## config.mk

```make
export PLATFORM = sky130hd
export DESIGN_NAME = audio_envelope_pwm_flat
export DESIGN_NICKNAME = d
export VERILOG_FILES = /design/src/rtl/audio_envelope_pwm_pkg.sv /design/src/rtl/audio_envelope_pwm_if.sv /design/src/rtl/audio_envelope_pwm_pwm_modulator.sv /design/src/rtl/audio_envelope_pwm.sv /design/src/flat_wrapper.sv
export SDC_FILE = /design/constraint.sdc
export NUM_CORES = 1
export LEC_CHECK = 0
export BUFFER_PORTS_ARGS = -buffer_cell sky130_fd_sc_hd__buf_2
export CELL_PAD_IN_SITES_DETAIL_PLACEMENT = 0
export CELL_PAD_IN_SITES_GLOBAL_PLACEMENT = 2
export CORE_MARGIN = 2
export CORE_UTILIZATION = 39
export DETAILED_ROUTE_END_ITERATION = 7
export PLACE_DENSITY_LB_ADDON = 0.1
export SYNTH_ARGS = -nofsm -noshare
export SYNTH_HDL_FRONTEND = slang
export SYNTH_SLANG_ARGS = --single-unit
```

## constraint.sdc

```tcl
create_clock -name clock -period 7.4 [get_ports clock]
set_input_delay 1.48 -clock clock [delete_from_list [all_inputs] [get_ports clock]]
set_output_delay 1.48 -clock clock [all_outputs]
set_load 0.005 [all_outputs]
```

## src/rtl/audio_envelope_pwm_pkg.sv

```systemverilog
// Shared audio-path types and constants.
// Used by the envelope/PWM stage and later audio stages.
package audio_pkg;

   typedef enum logic [1:0] {
      IDLE,
      ATTACK,
      SUSTAIN,
      RELEASE
   } env_state_t;

   localparam int PWM_W = 8;
   localparam logic [PWM_W-1:0] PWM_MID = 8'd128;

endpackage

```

## src/rtl/audio_envelope_pwm_if.sv

```systemverilog
// Bundle between the song player and the envelope/PWM stage.
// master: player side (drives gate, tone, volume); slave: the stage.
interface audio_envelope_pwm_if;
   import audio_pkg::*;

   logic             playSound;
   logic             toneIn;
   logic [PWM_W-1:0] volume;
   logic             audPwm;
   logic             aud_sd;
   logic [7:0]       envLevel;
   logic             envIdle;

   modport master (
      output playSound, toneIn, volume,
      input  audPwm, aud_sd, envLevel, envIdle
   );

   modport slave (
      input  playSound, toneIn, volume,
      output audPwm, aud_sd, envLevel, envIdle
   );

endinterface

```

## src/rtl/audio_envelope_pwm_pwm_modulator.sv

```systemverilog
// 8-bit PWM carrier: free-running counter, frame-latched duty.
// Ports: clock, reset, dutyNext (duty for next frame), force_low, audPwm.
module pwm_modulator
   import audio_pkg::*;
(
   input  logic             clock,
   input  logic             reset,
   input  logic [PWM_W-1:0] dutyNext,
   input  logic             force_low,
   output logic             audPwm
);

   logic [PWM_W-1:0] pwmCnt;
   logic [PWM_W-1:0] dutyReg;

   // Duty is latched on the last count so every frame uses one value.
   always_ff @(posedge clock) begin
      if (reset) begin
         pwmCnt  <= '0;
         dutyReg <= PWM_MID;
         audPwm  <= 1'b0;
      end else begin
         pwmCnt <= pwmCnt + 1'b1;
         if (pwmCnt == '1)
            dutyReg <= dutyNext;
         audPwm <= !force_low && (pwmCnt < dutyReg);
      end
   end

endmodule

```

## src/rtl/audio_envelope_pwm.sv

```systemverilog
// Envelope (attack/sustain/release) + volume scaling ahead of PWM.
// Ports: clock, reset, bus (slave: playSound, toneIn, volume in;
//        audPwm, aud_sd, envLevel, envIdle out).
module audio_envelope_pwm
   import audio_pkg::*;
#(
   parameter int ATTACK_STEP_CYCLES  = 50_000,
   parameter int RELEASE_STEP_CYCLES = 200_000,
   parameter int STEP_CNT_W          = 18
) (
   input logic                 clock,
   input logic                 reset,
   audio_envelope_pwm_if.slave bus
);

   localparam logic [STEP_CNT_W-1:0] ATK_LAST =
      STEP_CNT_W'(ATTACK_STEP_CYCLES - 1);
   localparam logic [STEP_CNT_W-1:0] REL_LAST =
      STEP_CNT_W'(RELEASE_STEP_CYCLES - 1);

   env_state_t            state;
   logic [STEP_CNT_W-1:0] stepCnt;
   logic [7:0]            envLevel;
   logic                  aud_sd;
   logic                  envIdle;

   logic                  atk_tick;
   logic                  rel_tick;
   logic [15:0]           prod;
   logic [7:0]            amp;
   logic [6:0]            half;
   logic [PWM_W-1:0]      dutyNext;

   assign atk_tick = (stepCnt == ATK_LAST);
   assign rel_tick = (stepCnt == REL_LAST);

   // envIdle/aud_sd are set alongside the state change so they
   // track the state register exactly.
   always_ff @(posedge clock) begin
      if (reset) begin
         state    <= IDLE;
         stepCnt  <= '0;
         envLevel <= 8'd0;
         aud_sd   <= 1'b0;
         envIdle  <= 1'b1;
      end else begin
         unique case (state)
            IDLE: begin
               stepCnt <= '0;
               if (bus.playSound) begin
                  state   <= ATTACK;
                  envIdle <= 1'b0;
                  aud_sd  <= 1'b1;
               end
            end
            ATTACK: begin
               if (!bus.playSound) begin
                  state   <= RELEASE;
                  stepCnt <= '0;
               end else if (envLevel == 8'hFF) begin
                  // resumed from RELEASE before its first tick
                  state   <= SUSTAIN;
                  stepCnt <= '0;
               end else if (atk_tick) begin
                  stepCnt  <= '0;
                  envLevel <= envLevel + 8'd1;
                  if (envLevel == 8'hFE)
                     state <= SUSTAIN;
               end else begin
                  stepCnt <= stepCnt + 1'b1;
               end
            end
            SUSTAIN: begin
               stepCnt <= '0;
               if (!bus.playSound)
                  state <= RELEASE;
            end
            RELEASE: begin
               if (bus.playSound) begin
                  state   <= ATTACK;
                  stepCnt <= '0;
               end else if (envLevel == 8'd0) begin
                  state   <= IDLE;
                  stepCnt <= '0;
                  envIdle <= 1'b1;
                  aud_sd  <= 1'b0;
               end else if (rel_tick) begin
                  stepCnt  <= '0;
                  envLevel <= envLevel - 8'd1;
                  if (envLevel == 8'd1) begin
                     state   <= IDLE;
                     envIdle <= 1'b1;
                     aud_sd  <= 1'b0;
                  end
               end else begin
                  stepCnt <= stepCnt + 1'b1;
               end
            end
         endcase
      end
   end

   // Swing around the midpoint; amp 0 leaves a silent 50% duty.
   assign prod     = 16'(envLevel) * 16'(bus.volume);
   assign amp      = prod[15:8];
   assign half     = amp[7:1];
   assign dutyNext = bus.toneIn ? PWM_MID + {1'b0, half}
                                : PWM_MID - {1'b0, half};

   pwm_modulator u_pwm (
      .clock     (clock),
      .reset     (reset),
      .dutyNext  (dutyNext),
      .force_low (state == IDLE),
      .audPwm    (bus.audPwm)
   );

   assign bus.envLevel = envLevel;
   assign bus.envIdle  = envIdle;
   assign bus.aud_sd   = aud_sd;

endmodule
```

## src/flat_wrapper.sv

```systemverilog
// flat-port wrapper written by rule: the top's interface ports become plain ports
module audio_envelope_pwm_flat import audio_pkg::*;
#(
   parameter int ATTACK_STEP_CYCLES  = 50_000,
   parameter int RELEASE_STEP_CYCLES = 200_000,
   parameter int STEP_CNT_W          = 18
)
  (clock, reset, bus_playSound, bus_toneIn, bus_volume, bus_audPwm, bus_aud_sd, bus_envLevel, bus_envIdle);
  audio_envelope_pwm_if bus_i ();
  input logic clock;
  input logic reset;
  input wire logic [$bits(bus_i.playSound)-1:0] bus_playSound;
  input wire logic [$bits(bus_i.toneIn)-1:0] bus_toneIn;
  input wire logic [$bits(bus_i.volume)-1:0] bus_volume;
  output wire logic [$bits(bus_i.audPwm)-1:0] bus_audPwm;
  output wire logic [$bits(bus_i.aud_sd)-1:0] bus_aud_sd;
  output wire logic [$bits(bus_i.envLevel)-1:0] bus_envLevel;
  output wire logic [$bits(bus_i.envIdle)-1:0] bus_envIdle;
  assign bus_i.playSound = bus_playSound;
  assign bus_i.toneIn = bus_toneIn;
  assign bus_i.volume = bus_volume;
  assign bus_audPwm = bus_i.audPwm;
  assign bus_aud_sd = bus_i.aud_sd;
  assign bus_envLevel = bus_i.envLevel;
  assign bus_envIdle = bus_i.envIdle;
  audio_envelope_pwm #(.ATTACK_STEP_CYCLES(ATTACK_STEP_CYCLES), .RELEASE_STEP_CYCLES(RELEASE_STEP_CYCLES), .STEP_CNT_W(STEP_CNT_W)) u_core (.clock(clock), .reset(reset), .bus(bus_i));
endmodule
```

==> results by stage <==
Setup path:
- The largest fanout of any net on the critical path is 8.
- The dominant delay contributor by cell family on the critical path is adder cells.
- The launching instance or port of the critical path is bus_volume[4].
- The most frequent cell on the critical path is fa_1.
- The worst flop-to-flop path startpoint is u_core.bus.envLevel[1]$_SDFFE_PP0P_.
- The endpoint identified for the worst register-to-register timing path is u_core.u_pwm.dutyReg[6]$_SDFFE_PP0N_.
- The number of gates on the worst path with buffers counted is 21.
- STA classifies the critical path endpoint as a flop.
- For the worst flop-to-flop path, the logic depth is 21.
- The arrival time at the worst endpoint is 6630 ps.
- The startpoint type of the worst setup path is an input port.
- The critical path class is in2reg.
- The slowest cell on the critical path is fa_1.
- The number of buffer and inverter instances along the worst setup path is 3.
- The largest incremental delay on the critical path is 550 ps.
- The signal on the critical path passes through buf_2, and2_1, fa_1, fa_1, inv_1, fa_1, fa_1, inv_1, ha_1, a211oi_1, nand2_1, o21a_1, a21oi_1, xor2_1, ha_1, nand4_1, or3_1, a31oi_1, a221oi_2, nand4bb_1, o221ai_1.
- In this run the register-to-register setup slack is 1540 ps.
- The endpoint required time on the critical path is 7540 ps.

Routing:
- The first detailed-routing pass took 5 iterations.
- The via density per instance is 5.08.
- The post-detailed-route wirelength per cell is 14.5 um.
- Once detail routing completed, the nets flagged for antenna violations numbered 0.
- The number of DRC markers after the initial detailed-route iteration is 168.
- The total detailed-routing wirelength is 10.1 mm.
- In the routed design, unresolved DRC markers number 0.
- Across all layers, the routed design uses 3539 vias.

Timing:
- Setup repair after global routing left no endpoint under its margin.
- The max-slew violation total from the final report is 0.
- The slew at the pin closest to its max-slew limit is 685 ps.
- The total of endpoints with negative setup slack in the final report is 0.
- Of the available clock period, the critical path in the final layout requires 87.7%.
- The number of failing hold endpoints at the final stage is 0.
- The post-route minimum period is 6490 ps.
- The maximum achievable frequency is 154 MHz.
- The total negative slack is 0 ps.
- Headroom to the max-slew limit came out at 54.0%.
- The worst clock skew on the final layout is 3.62 ps.

Floorplan:
- The die boundary height is 112 um.
- The number of standard-cell rows in the floorplan is 39.
- The region available for standard cell placement spans 0.0114 mm2.
- In this run the horizontal extent of the chip is 112 um.
- The die area is 0.0126 mm2.
- For this design the top-level I/O count stands at 23.
- Once the floorplan was initialized, standard cells occupied 40.0% of the core.

Cells and area:
- The number of fillers in the final layout is 1182.
- The share of layout cells above drive strength 1 is 6.86%.
- The flip-flop and latch area is 941 um2.
- The count of cells in the finished layout, fillers not included, comes to 697.
- 0 antenna diodes ended up in the layout.
- The net total in the final layout is 652.
- The area added between synthesis and finish is 7.85%.
- The multi-input gate area in the final layout is 0.00334 mm2.
- The post-route cell area is 0.00493 mm2.

Clocking:
- The CTS root buffer is clkbuf_16.
- The number of buffers on the longest clock path is 2.
- For the worst-skew pair, the clock arrives at the later sink with an insertion delay of 290 ps.
- After clock tree synthesis, the clock-pin slew on the worst setup and hold paths is 60 ps.
- The number of setup buffers added after CTS is 0.
- Counting every sink on the clock net gives 47.
- The number of hold buffers added after CTS was 0.
- TritonCTS built the clock tree.
- The deepest level of the CTS H-tree is 2.
- In this run, post-CTS repair resized a total of 0 instances.
- TritonCTS created 5 clock buffers.

Synth:
- The synthesized design contains 47 register bits.
- Yosys instantiated no cell more often than nor2_1.
- The top cell type by area accounts for 20.6% of the synthesized area.
- The average cell area after synthesis is 8.44 um2.
- After synthesis, the share of flip-flops with an asynchronous set or reset is 0%.
- After synthesis, the most frequently instantiated cells are 62 x nor2_1, 58 x inv_1, 52 x ha_1.
- Among all flip-flop cells after synthesis, the most frequent one is dfxtp_1.
- In the synthesized netlist, the number of instances is 542.
- Synthesis instantiated 53 different standard cells from the library.
- Yosys attributes the largest share of cell area to dfxtp_1 21%, fa_1 15%, ha_1 14%.
- The cell accounting for the most synthesized area is dfxtp_1.
- After synthesis, flip-flops and latches occupy 20.6% of the total area.
- In this run, synthesis inferred 0 flip-flops with an integrated enable.
- The number of synthesis warnings is 0.
- The post-synth net total is 641.
- The cell area that synthesis handed to floorplanning was 0.00457 mm2.

Run:
- Max-cap violations in this run came to 0.

Global route:
- The total grt overflow is 0.
- The all-layer global routing usage is 17.1%.
- The number of antenna violations at the first check in global routing is 0.
- The number of global-route vias before repair is 3607.
- The first global-routing pass estimated 17.6 mm of wire.
- Entering global routing, the biggest net connects 32 pins.

Place:
- During placement, the flow inserted port buffers numbering 22.
- The HPWL after detailed placement is 7.93 mm.
- Routability-driven placement finished with a final weighted congestion of 0.780.
- In this run, placement finished with an instance count of 689.
- The placed instances occupy a cell area of 0.00479 mm2.

Min path:
- In this run the most critical hold path is launched from u_core.stepCnt[0]$_SDFF_PP0_.
- The path with the worst hold slack has its endpoint at u_core.stepCnt[0]$_SDFF_PP0_.
- Along the worst hold path, the cell count comes to 1.
- The class of the tightest hold or removal check is reg2reg.

Power:
- The worst vdd rail ir drop is 0.0000842 V.
- The power density over the cells is 122 mW/mm2.
- The total power is 601 uW.
- The static power due to leakage is 2.22 nW.

Run status:
- The flow ran to the end, and the final reports show no timing, DRC or antenna violations.
## cell type report
type	count	share of cell area (%)
timing repair buffer	22	2.23
clock inverter	3	0.304
sequential	47	19.1
tap	143	3.63
multi-input combinational	418	67.7
inverter	59	4.49
clock buffer	5	2.54
## worst max-delay path by stage
stage,end,slack (ps)
floorplan,u_core.u_pwm.dutyReg[6]$_SDFFE_PP0N_,1150
global placement,u_core.u_pwm.dutyReg[6]$_SDFFE_PP0N_,730
detailed placement,u_core.u_pwm.dutyReg[6]$_SDFFE_PP0N_,650
CTS,u_core.u_pwm.dutyReg[6]$_SDFFE_PP0N_,960
global route,u_core.u_pwm.dutyReg[6]$_SDFFE_PP0N_,470
finish,u_core.u_pwm.dutyReg[6]$_SDFFE_PP0N_,910
## cell families (layout without fill, tap and decap cells)
| group | after synthesis | after routing | share of synthesized area (%) |
|---|---|---|---|
| xor gates and xnor gates | 40 | 40 | 7.66 |
| and+or+nand+nor | 221 | 221 | 24.5 |
| buffers and inverters | 77 | 89 | 6.38 |
| adders and majority gates | 87 | 87 | 29.6 |
| AOI/OAI and AO/OA | 65 | 65 | 10.2 |
| DFF | 47 | 47 | 20.6 |
| muxes | 5 | 5 | 1.15 |
## state kept, by name, indices dropped and copies added (netlist names)
register / count
u_core.bus.aud_sd: 1
u_core.stepCnt: 18
u_core.bus.envIdle: 1
u_core.u_pwm.pwmCnt: 8
u_core.u_pwm.dutyReg: 8
u_core.bus.envLevel: 8
u_core.u_pwm.audPwm: 1
u_core.state: 2
## placed cells by master (no fill, tap or decap), types with 3 or more instances in the layout
master | synthesis | layout
a211oi_1 | 7 | 7
a21o_1 | 8 | 8
a21oi_1 | 10 | 10
a31oi_1 | 4 | 4
and2_1 | 49 | 49
and3_1 | 4 | 4
buf_2 | 2 | 22
clkbuf_16 | 0 | 5
clkinv_2 | 0 | 3
dfxtp_1 | 47 | 47
fa_1 | 35 | 35
ha_1 | 52 | 52
inv_1 | 58 | 58
mux2i_1 | 3 | 3
nand2_1 | 48 | 48
nand2b_1 | 4 | 4
nand3_1 | 18 | 18
nand4_1 | 7 | 7
nor2_1 | 62 | 62
nor2b_1 | 4 | 4
nor3_1 | 6 | 6
nor4b_1 | 4 | 4
o211ai_1 | 3 | 3
o21a_1 | 3 | 3
o21ai_0 | 13 | 13
or3_1 | 4 | 4
xnor2_1 | 19 | 19
xor2_1 | 21 | 21
## metrics by stage
stage | hold WS, ps | setup slack (ps) | util [%]
floorplan | 413 | 1150 | -
global placement | 423 | 732 | 42.0
detailed placement | 439 | 649 | 42.0
CTS | 449 | 960 | 43.2
global route | 462 | 468 | 43.2
finish | 451 | 909 | 43.2
## power breakdown
group	total, mW	switching, mW	internal (mW)
Sequential	0.278	0.0110	0.267
Clock	0.218	0.0948	0.123
Combinational	0.106	0.0620	0.0437
Total	0.601	0.168	0.434
## per-layer routing
layer | share of wire [%] | global-route usage [%]
met5 | 0 | 0
met4 | 1.2 | 3.58
met1 | 52 | 24.2
met3 | 2.4 | 2.59
met2 | 45 | 27.8
Power figures use the tool's default switching activity.
